<file path="src/rtl/mem_bus_ctrl.sv">
// mem_bus_ctrl: decodes core bus accesses onto a synchronous RAM port or a
// request/acknowledge peripheral port, stalling the core via nWait until done.
module mem_bus_ctrl #(
    parameter int unsigned RAM_WAIT    = 1,
    parameter int unsigned PER_TIMEOUT = 255,
    parameter logic [3:0]  PER_NIBBLE  = 4'hF
) (
    input  logic        Clock,
    input  logic        Reset,
    input  logic [15:0] Data_out,
    input  logic        ALE,
    input  logic        nME,
    input  logic        RnW,
    input  logic        ENB,
    output logic [15:0] Data_in,
    output logic        nWait,
    output logic [14:0] RamAddr,
    output logic        RamEn,
    output logic        RamWe,
    output logic [15:0] RamWdata,
    input  logic [15:0] RamRdata,
    output logic [11:0] PerAddr,
    output logic        PerReq,
    output logic        PerWe,
    output logic [15:0] PerWdata,
    input  logic [15:0] PerRdata,
    input  logic        PerAck,
    output logic        BusErr
);

    localparam logic [7:0] RAM_WAIT_C    = 8'(RAM_WAIT);
    localparam logic [7:0] PER_TIMEOUT_C = 8'(PER_TIMEOUT);

    typedef enum logic [2:0] {
        S_IDLE,
        S_ADDR,
        S_RAM_WAIT,
        S_PER_REQ,
        S_DONE
    } state_t;

    state_t      state_q, state_d;
    logic [15:0] addr_q, addr_d;
    logic [15:0] wdata_q, wdata_d;
    logic        rnw_q, rnw_d;
    logic [7:0]  cnt_q, cnt_d;
    logic [15:0] rdata_q, rdata_d;
    logic        buserr_q, buserr_d;

    // State, latched access fields, read data and sticky error flag.
    always_ff @(posedge Clock) begin
        if (Reset) begin
            state_q  <= S_IDLE;
            addr_q   <= '0;
            wdata_q  <= '0;
            rnw_q    <= 1'b0;
            cnt_q    <= '0;
            rdata_q  <= '0;
            buserr_q <= 1'b0;
        end else begin
            state_q  <= state_d;
            addr_q   <= addr_d;
            wdata_q  <= wdata_d;
            rnw_q    <= rnw_d;
            cnt_q    <= cnt_d;
            rdata_q  <= rdata_d;
            buserr_q <= buserr_d;
        end
    end

    // Next-state logic; a core abort (nME high) takes priority over completion.
    always_comb begin
        state_d  = state_q;
        addr_d   = addr_q;
        wdata_d  = wdata_q;
        rnw_d    = rnw_q;
        cnt_d    = cnt_q;
        rdata_d  = rdata_q;
        buserr_d = buserr_q;
        unique case (state_q)
            S_IDLE: begin
                if (ALE) begin
                    addr_d  = Data_out;
                    state_d = S_ADDR;
                end
            end
            S_ADDR: begin
                if (!nME) begin
                    rnw_d   = RnW;
                    wdata_d = Data_out;
                    if (addr_q[15:12] == PER_NIBBLE) begin
                        cnt_d   = PER_TIMEOUT_C;
                        state_d = S_PER_REQ;
                    end else begin
                        cnt_d   = RAM_WAIT_C;
                        state_d = S_RAM_WAIT;
                    end
                end
            end
            S_RAM_WAIT: begin
                if (nME) begin
                    state_d = S_IDLE;
                end else if (cnt_q == '0) begin
                    if (rnw_q) rdata_d = RamRdata;
                    state_d = S_DONE;
                end else begin
                    cnt_d = cnt_q - 8'd1;
                end
            end
            S_PER_REQ: begin
                if (nME) begin
                    state_d = S_IDLE;
                end else if (PerAck) begin
                    if (rnw_q) rdata_d = PerRdata;
                    state_d = S_DONE;
                end else if (cnt_q == '0) begin
                    buserr_d = 1'b1;
                    if (rnw_q) rdata_d = 16'hDEAD;
                    state_d = S_DONE;
                end else begin
                    cnt_d = cnt_q - 8'd1;
                end
            end
            S_DONE: begin
                if (nME) state_d = S_IDLE;
            end
            default: state_d = S_IDLE;
        endcase
    end

    // Bus-side strobes are decoded straight from the state register.
    always_comb begin
        RamEn    = (state_q == S_RAM_WAIT);
        RamWe    = RamEn && !rnw_q;
        PerReq   = (state_q == S_PER_REQ);
        PerWe    = PerReq && !rnw_q;
        nWait    = !(RamEn || PerReq);
        RamAddr  = addr_q[14:0];
        PerAddr  = addr_q[11:0];
        RamWdata = wdata_q;
        PerWdata = wdata_q;
        Data_in  = rdata_q;
        BusErr   = buserr_q;
    end

endmodule

</file>
<file path="config.mk">
export PLATFORM = sky130hd
export DESIGN_NAME = mem_bus_ctrl
export DESIGN_NICKNAME = d
export VERILOG_FILES = /design/src/rtl/mem_bus_ctrl.sv
export SDC_FILE = /design/constraint.sdc
export NUM_CORES = 1
export LEC_CHECK = 0
export BUFFER_PORTS_ARGS = -buffer_cell sky130_fd_sc_hd__buf_4
export CORE_ASPECT_RATIO = 1.5
export CORE_MARGIN = 3
export CORE_UTILIZATION = 25
export CTS_CLUSTER_DIAMETER = 100
export DETAILED_ROUTE_END_ITERATION = 6
export PLACE_DENSITY = 0.52
export SLEW_MARGIN = 20
export SYNTH_ARGS = -nofsm -noshare
export SYNTH_HDL_FRONTEND = slang
export SYNTH_SLANG_ARGS = --single-unit
</file>
<file path="constraint.sdc">
create_clock -name Clock -period 2.3 [get_ports Clock]
set_clock_uncertainty 0.2 [all_clocks]
set_input_delay 0.345 -clock Clock [delete_from_list [all_inputs] [get_ports Clock]]
set_output_delay 0.345 -clock Clock [all_outputs]
set_load 0.03 [all_outputs]
</file>
# Word level (Yosys, flattened, before mapping)
# Index checks and enable logic that the tools add are counted.
[totals]
register_bits = 61
latchBits = 0
ram_bits = 0
romBits = 0
input_bits = 55
output_inout_bits = 81
n_memories = 0
[op_classes]
n_addsub = 1
multipliers = 0
div_mod_pow = 0
n_lt_le_gt_ge = 0
n_eq_ne = 15
n_shift = 0
mux = 25
n_bitwise = 2
reduce_logical = 15
[ops]
columns = ["operator", "n"]
rows = [
  ["16-bit 2-to-1 mux", 8],
  ["8-bit 2-to-1 mux", 6],
  ["16-bit one-hot mux with 2 select lines", 1],
  ["8-bit one-hot mux with 3 select lines", 1],
  ["3-bit 2-to-1 mux", 7],
  ["3-bit one-hot mux with 5 select lines", 1],
  ["2-bit inequality test, second input constant", 6],
  ["8-bit zero test", 1],
  ["8-bit by 1-bit subtractor with 8-bit output, second input constant", 1],
  ["7-bit AND reduction", 1],
  ["3-bit by 2-bit == test with 1-bit output, second input constant", 2],
  ["2-bit by 1-bit inequality test with 1-bit output, second input constant", 3],
  ["5-bit AND reduction", 1],
  ["4-bit == test, second input constant", 1],
  ["2-bit AND reduction", 2],
  ["4-bit AND reduction", 1],
  ["3-bit by 1-bit == test with 1-bit output, second input constant", 1],
  ["3-bit == test, second input constant", 1],
  ["3-bit zero test", 1],
  ["3-bit by 1-bit inequality test with 1-bit output, second input constant", 1],
  ["3-bit AND reduction", 1],
  ["3-bit nonzero test", 1],
  ["1-bit logical AND", 2],
  ["1-bit zero test", 2],
  ["4 further kinds", 5],
]

# Depth between registers and ports, before layout
# Gate-level depths: netlist (run 1).
[depth]
depth_word = 5
depth_mapped = 9

# Least setup slack after synthesis (run 1)
# No wires, ideal clock.
[synth_path]
path_kind = "reg2out"
startpoint = "register state_q[1]"
endpoint = "output RamWe"
arrival_time_ns = 1.688
required_time_ns = 1.755
slack_ns = 0.067
path_stages_with_launch = 7
cell_sequence = "dfxtp_1 -> buf_6 -> and2b_1 -> buf_4 -> inv_2 -> buf_2 -> nor3_1"
[synth_via]
elab_chain_len = 2
[synth_lines]
columns = ["item", "line", "text"]
rows = [
  ["start: declaration", "42", "state_t state_q, state_d;"],
  ["start signal: assignment", "61", "state_q <= state_d;"],
  ["3-bit by 2-bit == test with 1-bit output", "133", "RamEn = (state_q == S_RAM_WAIT);"],
  ["1-bit logical AND", "134", "RamWe = RamEn && !rnw_q;"],
  ["end: declaration", "19", "output logic RamWe,"],
]
# No other way between the ends.

# Worst setup path in the final report (run 1)
[layout_path]
startpoint = "register state_q[0]"
endpoint = "output PerReq"
[layout_via]
elab_chain_len = 1
[layout_lines]
columns = ["item", "line", "text"]
rows = [
  ["3-bit by 2-bit == test with 1-bit output", "135", "PerReq = (state_q == S_PER_REQ);"],
  ["end: declaration", "23", "output logic PerReq,"],
]
# No other way between the ends.

==> reports/results.ini, run 1 <==
[run_status]
outcome = complete, no violations

[layout]
synthToLayoutAreaGrowth_pct = 38.9
final_area_mm2 = 0.00426
n_antenna_cell = 0
final_cells = 624
num-nets-final = 525
multiInputGateArea_mm2 = 0.00138
n_fill_cell = 1276
seqCellArea_mm2 = 0.00122
drive_gt1_frac = 0.386

[logic_synthesis]
syn-num-nets = 435
synth_top_area_cell = dfxtp_1
synth.area.top_cells = dfxtp_1, buf_4, a21oi_1
synth_cells = 379
synth-seq-cells = 61
synth_top_flop_cell = dfxtp_1
ys_seq_area_frac = 0.398
synth_top_cell_area_share = 0.398
yosys.cell_types.count = 50
synth_area_per_cell_um2 = 8.09
yosys_warnings = 0
synth_edf_count = 0
syn_area_mm2 = 0.00307
async_flop_share = 0

[floorplan]
io_pins = 136
core_mm2 = 0.0118
die-width_um = 96.5
rows = 48
initial_utilization = 0.261
die_height_um = 142
die-area_mm2 = 0.0137

[global_routing]
grt_pass1_wl_mm = 13.9
grt_max_degree = 46
grt_antenna_before_repair = 0
grt_pass1_vias = 2828
track_usage = 0.133
overflow = 0

[drt]
antenna_left = 0
drtIter0Drc = 55
dr.pass1.iters = 4
drc = 0
routed-via-count = 2941
drt-vias-per-instance = 4.71
drt_wl_total_mm = 8.97
drt-wirelength-per-cell_um = 14.4

[pwr]
netSwitchingPower_mw = 0.965
power_density_mw_per_mm2 = 812
power.share.sequential = 0.338
p_sw_frac = 0.279
power_mw = 3.46
p_comb_frac = 0.215
ir_drop_v = 0.000336
clkPwrFrac = 0.447
intPower_mw = 2.49
p_leak_nw = 1.80

[flow_run]
drv_cap = 0

[critical_path]
cp-end-kind = output port
path_max_fanout = 13
required_ns = 1.75
criticalPathCategory = reg2out
rrSetupSlack_ns = 0.22
cp.arrival_ns = 1.59
crit_path_start_kind = flop

[sta]
hold_ws_ns = 0.0752
rsz0062_at_grt = no
maxSlewViolCount = 0
period_minus_slack_ns = 2.14
hold_violations = 0
finalSetupViolCount = 0
finalCritPeriodShare = 0.930
tns_ns = 0
tightest_slew_ns = 0.551
max_freq_ghz = 0.467
slew_headroom = 0.631

[cts]
cts.sinks = 61
cts.clk_slew.worst_paths_ns = 0.05
cts_buffer_depth = 2
cts_max_level = 3
cts_buffers = 9
hold_buffers = 0
clock_latency_ns = 0.33
cts-root-buf = clkbuf_16
cts_tree = done

[placement]
dpl.hpwl_mm = 6.61
routabilityCongestion = 0.759
placedInstanceArea_mm2 = 0.00390
place_inst = 606
io_buffers = 134

[min_path]
hp-class = in2reg

-- synthesized netlist by cell type (3+ instances only) --
library cell	count
nand2_1	69
dfxtp_1	61
a21oi_1	60
buf_4	45
clkbuf_1	14
nor2_1	14
o21ai_0	14
or3_1	12
o22ai_1	11
nor3_1	8
buf_2	7
a22oi_1	6
a211oi_1	5
o211ai_1	4
buf_6	3
inv_1	3
-- routing by layer --
| metal | GRT usage | vias to the layer above | wire length, µm |
|---|---|---|---|
| met2 | 0.227 | 102 | 4500 |
| met5 | 0 | - | 0 |
| met1 | 0.153 | 1358 | 3670 |
| li1 | - | 1468 | - |
| met3 | 0.0308 | 13 | 614 |
| met4 | 0.0621 | 0 | 176 |
-- power by group through the flow --
stage | Combinational [mW] | Sequential [mW] | Clock [mW]
finish | 0.745 | 1.17 | 1.55
global route | 0.810 | 1.18 | 1.63
CTS | 0.754 | 1.17 | 1.59
detailed placement | 0.753 | 1.19 | 0
global placement | 0.744 | 1.19 | 0
floorplan | 0.499 | 1.21 | 0
-- timing repair --
item / CTS / global route
buffers inserted: 0 / 2
endpoints found under the hold margin: 0 / 0
endpoints found under the setup margin: 2 / 2
pin swaps: 0 / 0
gates resized for setup: 1 / 1
-- cell type report --
type                            instances  area share
Multi-Input combinational cell        244       0.324
Sequential cell                        61       0.287
Timing Repair Buffer                  148       0.261
Clock buffer                           12      0.0579
Tap cell                              150      0.0441
Clock inverter                          4      0.0223
Inverter                                5     0.00441
-- layout by cell type, fill, tap and decap left out, drive strengths merged, types with 2 or more instances in the layout --
cell type,instances
a211o,2
a211oi,6
a21oi,60
a22oi,6
and3,3
buf,148
bufinv,3
clkbuf,12
dfxtp,61
inv,5
nand2,70
nor2,15
nor3,9
nor3b,3
nor4,5
o211ai,4
o21ai,15
o22ai,11
o311ai,2
o31ai,2
or3,12
or4,4
-- logic make-up after synthesis --
group                    synth area share
AND/OR/NAND/NOR                     0.229
AO/OA/AOI/OAI                       0.213
adder cells (fa/ha/maj)           0.00408
flip-flops                          0.398
buffers and inverters               0.156
-- registers in the layout (all words and copies together) (netlist names) --
signal    flops
cnt_q         8
Data_in      16
addr_q       16
BusErr        1
state_q       3
PerWdata     16
rnw_q         1
-- metrics by stage --
step | setup slack (ns) | util
finish | 0.161 | 0.362
global route | 0.0447 | 0.362
CTS | 0.0500 | 0.361
detailed placement | 0.201 | 0.331
global placement | 0.247 | 0.331
floorplan | 0.0673 | -
-- critical path, cell delays in order, from the launching register on --
cell and delay, ns:
dfxtp_1 0.54, buf_4 0.22, nand2_4 0.08, inv_2 0.21
buf_4 0.21
-- path summary, 6_finish.rpt --
kind                                    from           end  depth (start not counted)
worst max-delay path              state_q[0]        PerReq                          4
worst min-delay path            Data_out[12]  PerWdata[12]                          3
worst max register to register      cnt_q[0]    Data_in[0]                          7
worst min register to register    addr_q[15]    addr_q[15]                          2
No activity file was read; power rests on OpenSTA's default activity.
==> run 2, diff against run 1 <==
- PLACE_DENSITY: 0.52 -> 0.53
- clock period: 2.3 -> 1.8 ns (I/O delays scaled with it)
==> reports/results.ini, run 2 (synthesis gave the netlist of run 1 again) <==
[cts]
cts_buffer_depth = 2  ; unchanged
cts-root-buf = clkbuf_16
clock_latency_ns = 0.33  ; about the same
cts_max_level = 3  ; unchanged
cts_tree = done
cts.sinks = 61  ; unchanged
cts.clk_slew.worst_paths_ns = 0.05  ; about the same
cts_buffers = 9  ; unchanged

[layout]
multiInputGateArea_mm2 = 0.00168  ; +21%
seqCellArea_mm2 = 0.00123  ; +0.92%
utilization = 0.431  ; +0.0691
n_antenna_cell = 0  ; unchanged
final_cell_mix = buf_4, nand2_1, dfxtp_1, a21oi_1, buf_6
final_common_cell = buf_4
num-nets-final = 579  ; +10%
synthToLayoutAreaGrowth_pct = 65.4
n_fill_cell = 1214  ; -4.9%
drive_gt1_frac = 0.509  ; +0.123

[min_path]
min_from = Data_out[2]
hp-class = in2reg
min_to = PerWdata[2]
min_path_cells = 3  ; unchanged

[global_routing]
grt_pass1_vias = 3096  ; +9.5%
grt_max_degree = 60  ; +30%
grt_pass1_wl_mm = 15.1  ; +8.6%
grt_antenna_before_repair = 0  ; unchanged
use_met2 = 0.250  ; +0.0229
grt_busiest_layer = met2
overflow = 0  ; unchanged
met1_usage = 0.162  ; +0.00893
track_usage = 0.143  ; +0.0100
grt_util_met3 = 0.0350  ; +0.00424

[floorplan]
core_mm2 = 0.0118  ; unchanged
die-area_mm2 = 0.0137  ; unchanged
io_pins = 136  ; unchanged
initial_utilization = 0.261  ; unchanged
die_height_um = 142  ; unchanged
die-width_um = 96.5  ; unchanged
rows = 48  ; unchanged

[critical_path]
rrSetupSlack_ns = -0.08  ; -0.30 ns
cp.arrival_ns = 1.95  ; +0.36 ns
cp_slowest_cell = or3b_4
crit_path_start_kind = flop
cp_num_buf_inv = 3  ; unchanged
cp_slowest_stage_delay_ns = 0.42  ; -0.12 ns
cpMostUsedCell = buf_6
required_ns = 1.86  ; +0.11 ns
r2r-start = cnt_q[1]
path_delay_family = simple AND/OR/NAND/NOR gates
ff2ff_path_depth = 8  ; +1
r2r-end = state_q[2]
criticalPathCategory = reg2reg
path_max_fanout = 6  ; -7
cp-end-kind = flop
crit_path_cell_trace = inv_2, ha_4, buf_6, or3b_4, o21ai_4, buf_6, a22oi_2, nor2_1

[drt]
drt_wl_total_mm = 10.2  ; +14%
drt-vias-per-instance = 4.75  ; +0.86%
drtIter0Drc = 69  ; +25%
drc = 0  ; unchanged
antenna_left = 0  ; unchanged
dr.pass1.iters = 4  ; unchanged
drt-wirelength-per-cell_um = 15.0  ; +4.7%
routed-via-count = 3223  ; +9.6%

[placement]
dpl.hpwl_mm = 6.84  ; +3.5%
io_buffers = 134  ; unchanged
pre_cts_slack_ns = -0.298  ; -0.499 ns
routabilityCongestion = 0.810  ; +6.7%

[sta]
slew_headroom = 0.507  ; -0.123
maxSlewViolCount = 0  ; unchanged
setup_ws_ns = -0.0826  ; -0.243 ns
rsz0062_at_grt = yes
finalCritPeriodShare = 1.05
tns_ns = -0.954  ; -0.954 ns
hold_ws_ns = 0.0131  ; -0.0621 ns
finalSetupViolCount = 25  ; +25
period_minus_slack_ns = 1.88
max_freq_ghz = 0.531
hold_violations = 0  ; unchanged
tightest_slew_ns = 0.739  ; +0.188 ns

[pwr]
p_leak_nw = 2.15  ; +20%
ir_drop_v = 0.000459  ; +37%
power_density_mw_per_mm2 = 883  ; +8.7%
power_mw = 4.48  ; +29%

[flow_run]
drv_cap = 0  ; unchanged

[run_status]
violations = negative setup slack
outcome = complete, but fails checks

[run 2: changes by cell type in the layout (fill, tap and decap cells not counted), sizes merged]
| cell | before | now |
|---|---|---|
| clkinv | 1 | 0 |
| a21boi | 1 | 4 |
| clkbuf | 12 | 16 |
| dlygate4sd3 | 0 | 14 |
| buf | 148 | 185 |
| bufinv | 3 | 0 |
[run 2: how the worst max path moves through the flow]
stage / startpoint / endpoint / slack [ns] / cells after the start
6_report: cnt_q[1] / state_q[2] / -0.08 / 8
5_1_grt: cnt_q[1] / state_q[2] / -0.13 / 8
4_1_cts: cnt_q[0] / cnt_q[2] / -0.1 / 8
3_5_place_dp: cnt_q[1] / Data_in[4] / -0.30 / 6
3_3_place_gp: cnt_q[1] / Data_in[1] / -0.22 / 6
2_1_floorplan: state_q[1] / RamWe / -0.02 / 6
[run 2: per-layer routing]
layer / wire length [µm] / part of all wire
met1: 3960 / 0.39
met5: 0 / 0
met3: 581 / 0.057
met4: 153 / 0.015
met2: 5500 / 0.54
[run 2: layout make-up]
type	instances	share of cell area
multi-input combinational	247	0.330
timing repair buffer	199	0.326
sequential	61	0.243
clock buffer	16	0.0575
tap	150	0.0370
inverter	5	0.00617
[run 2: metrics by stage]
step	cell area (µm²)	std cells
floorplan	3110	379
global placement	4190	635
detailed placement	4190	635
CTS	4810	669
global route	5070	678
finish	5070	678
[run 2: power breakdown]
| group | switching, mW | internal (mW) |
|---|---|---|
| clock network | 0.577 | 1.08 |
| registers | 0.0639 | 1.43 |
| logic | 0.717 | 0.610 |
[run 2: repair_timing]
item	4_1_cts	5_1_grt
endpoints found under the setup margin	45	38
buffers inserted	3	7
cloned	1	3
hold buffers	14	0
endpoints found under the hold margin	22	0
gates resized for setup	36	51
pin swaps	8	32
[run 2: tightest hold or removal path, delay by kind of cell]
kind                   cells  cell delay, ns
AND/OR/NAND/NOR            1            0.05
AO/OA/AOI/OAI              1            0.05
buffers and inverters      1            0.12
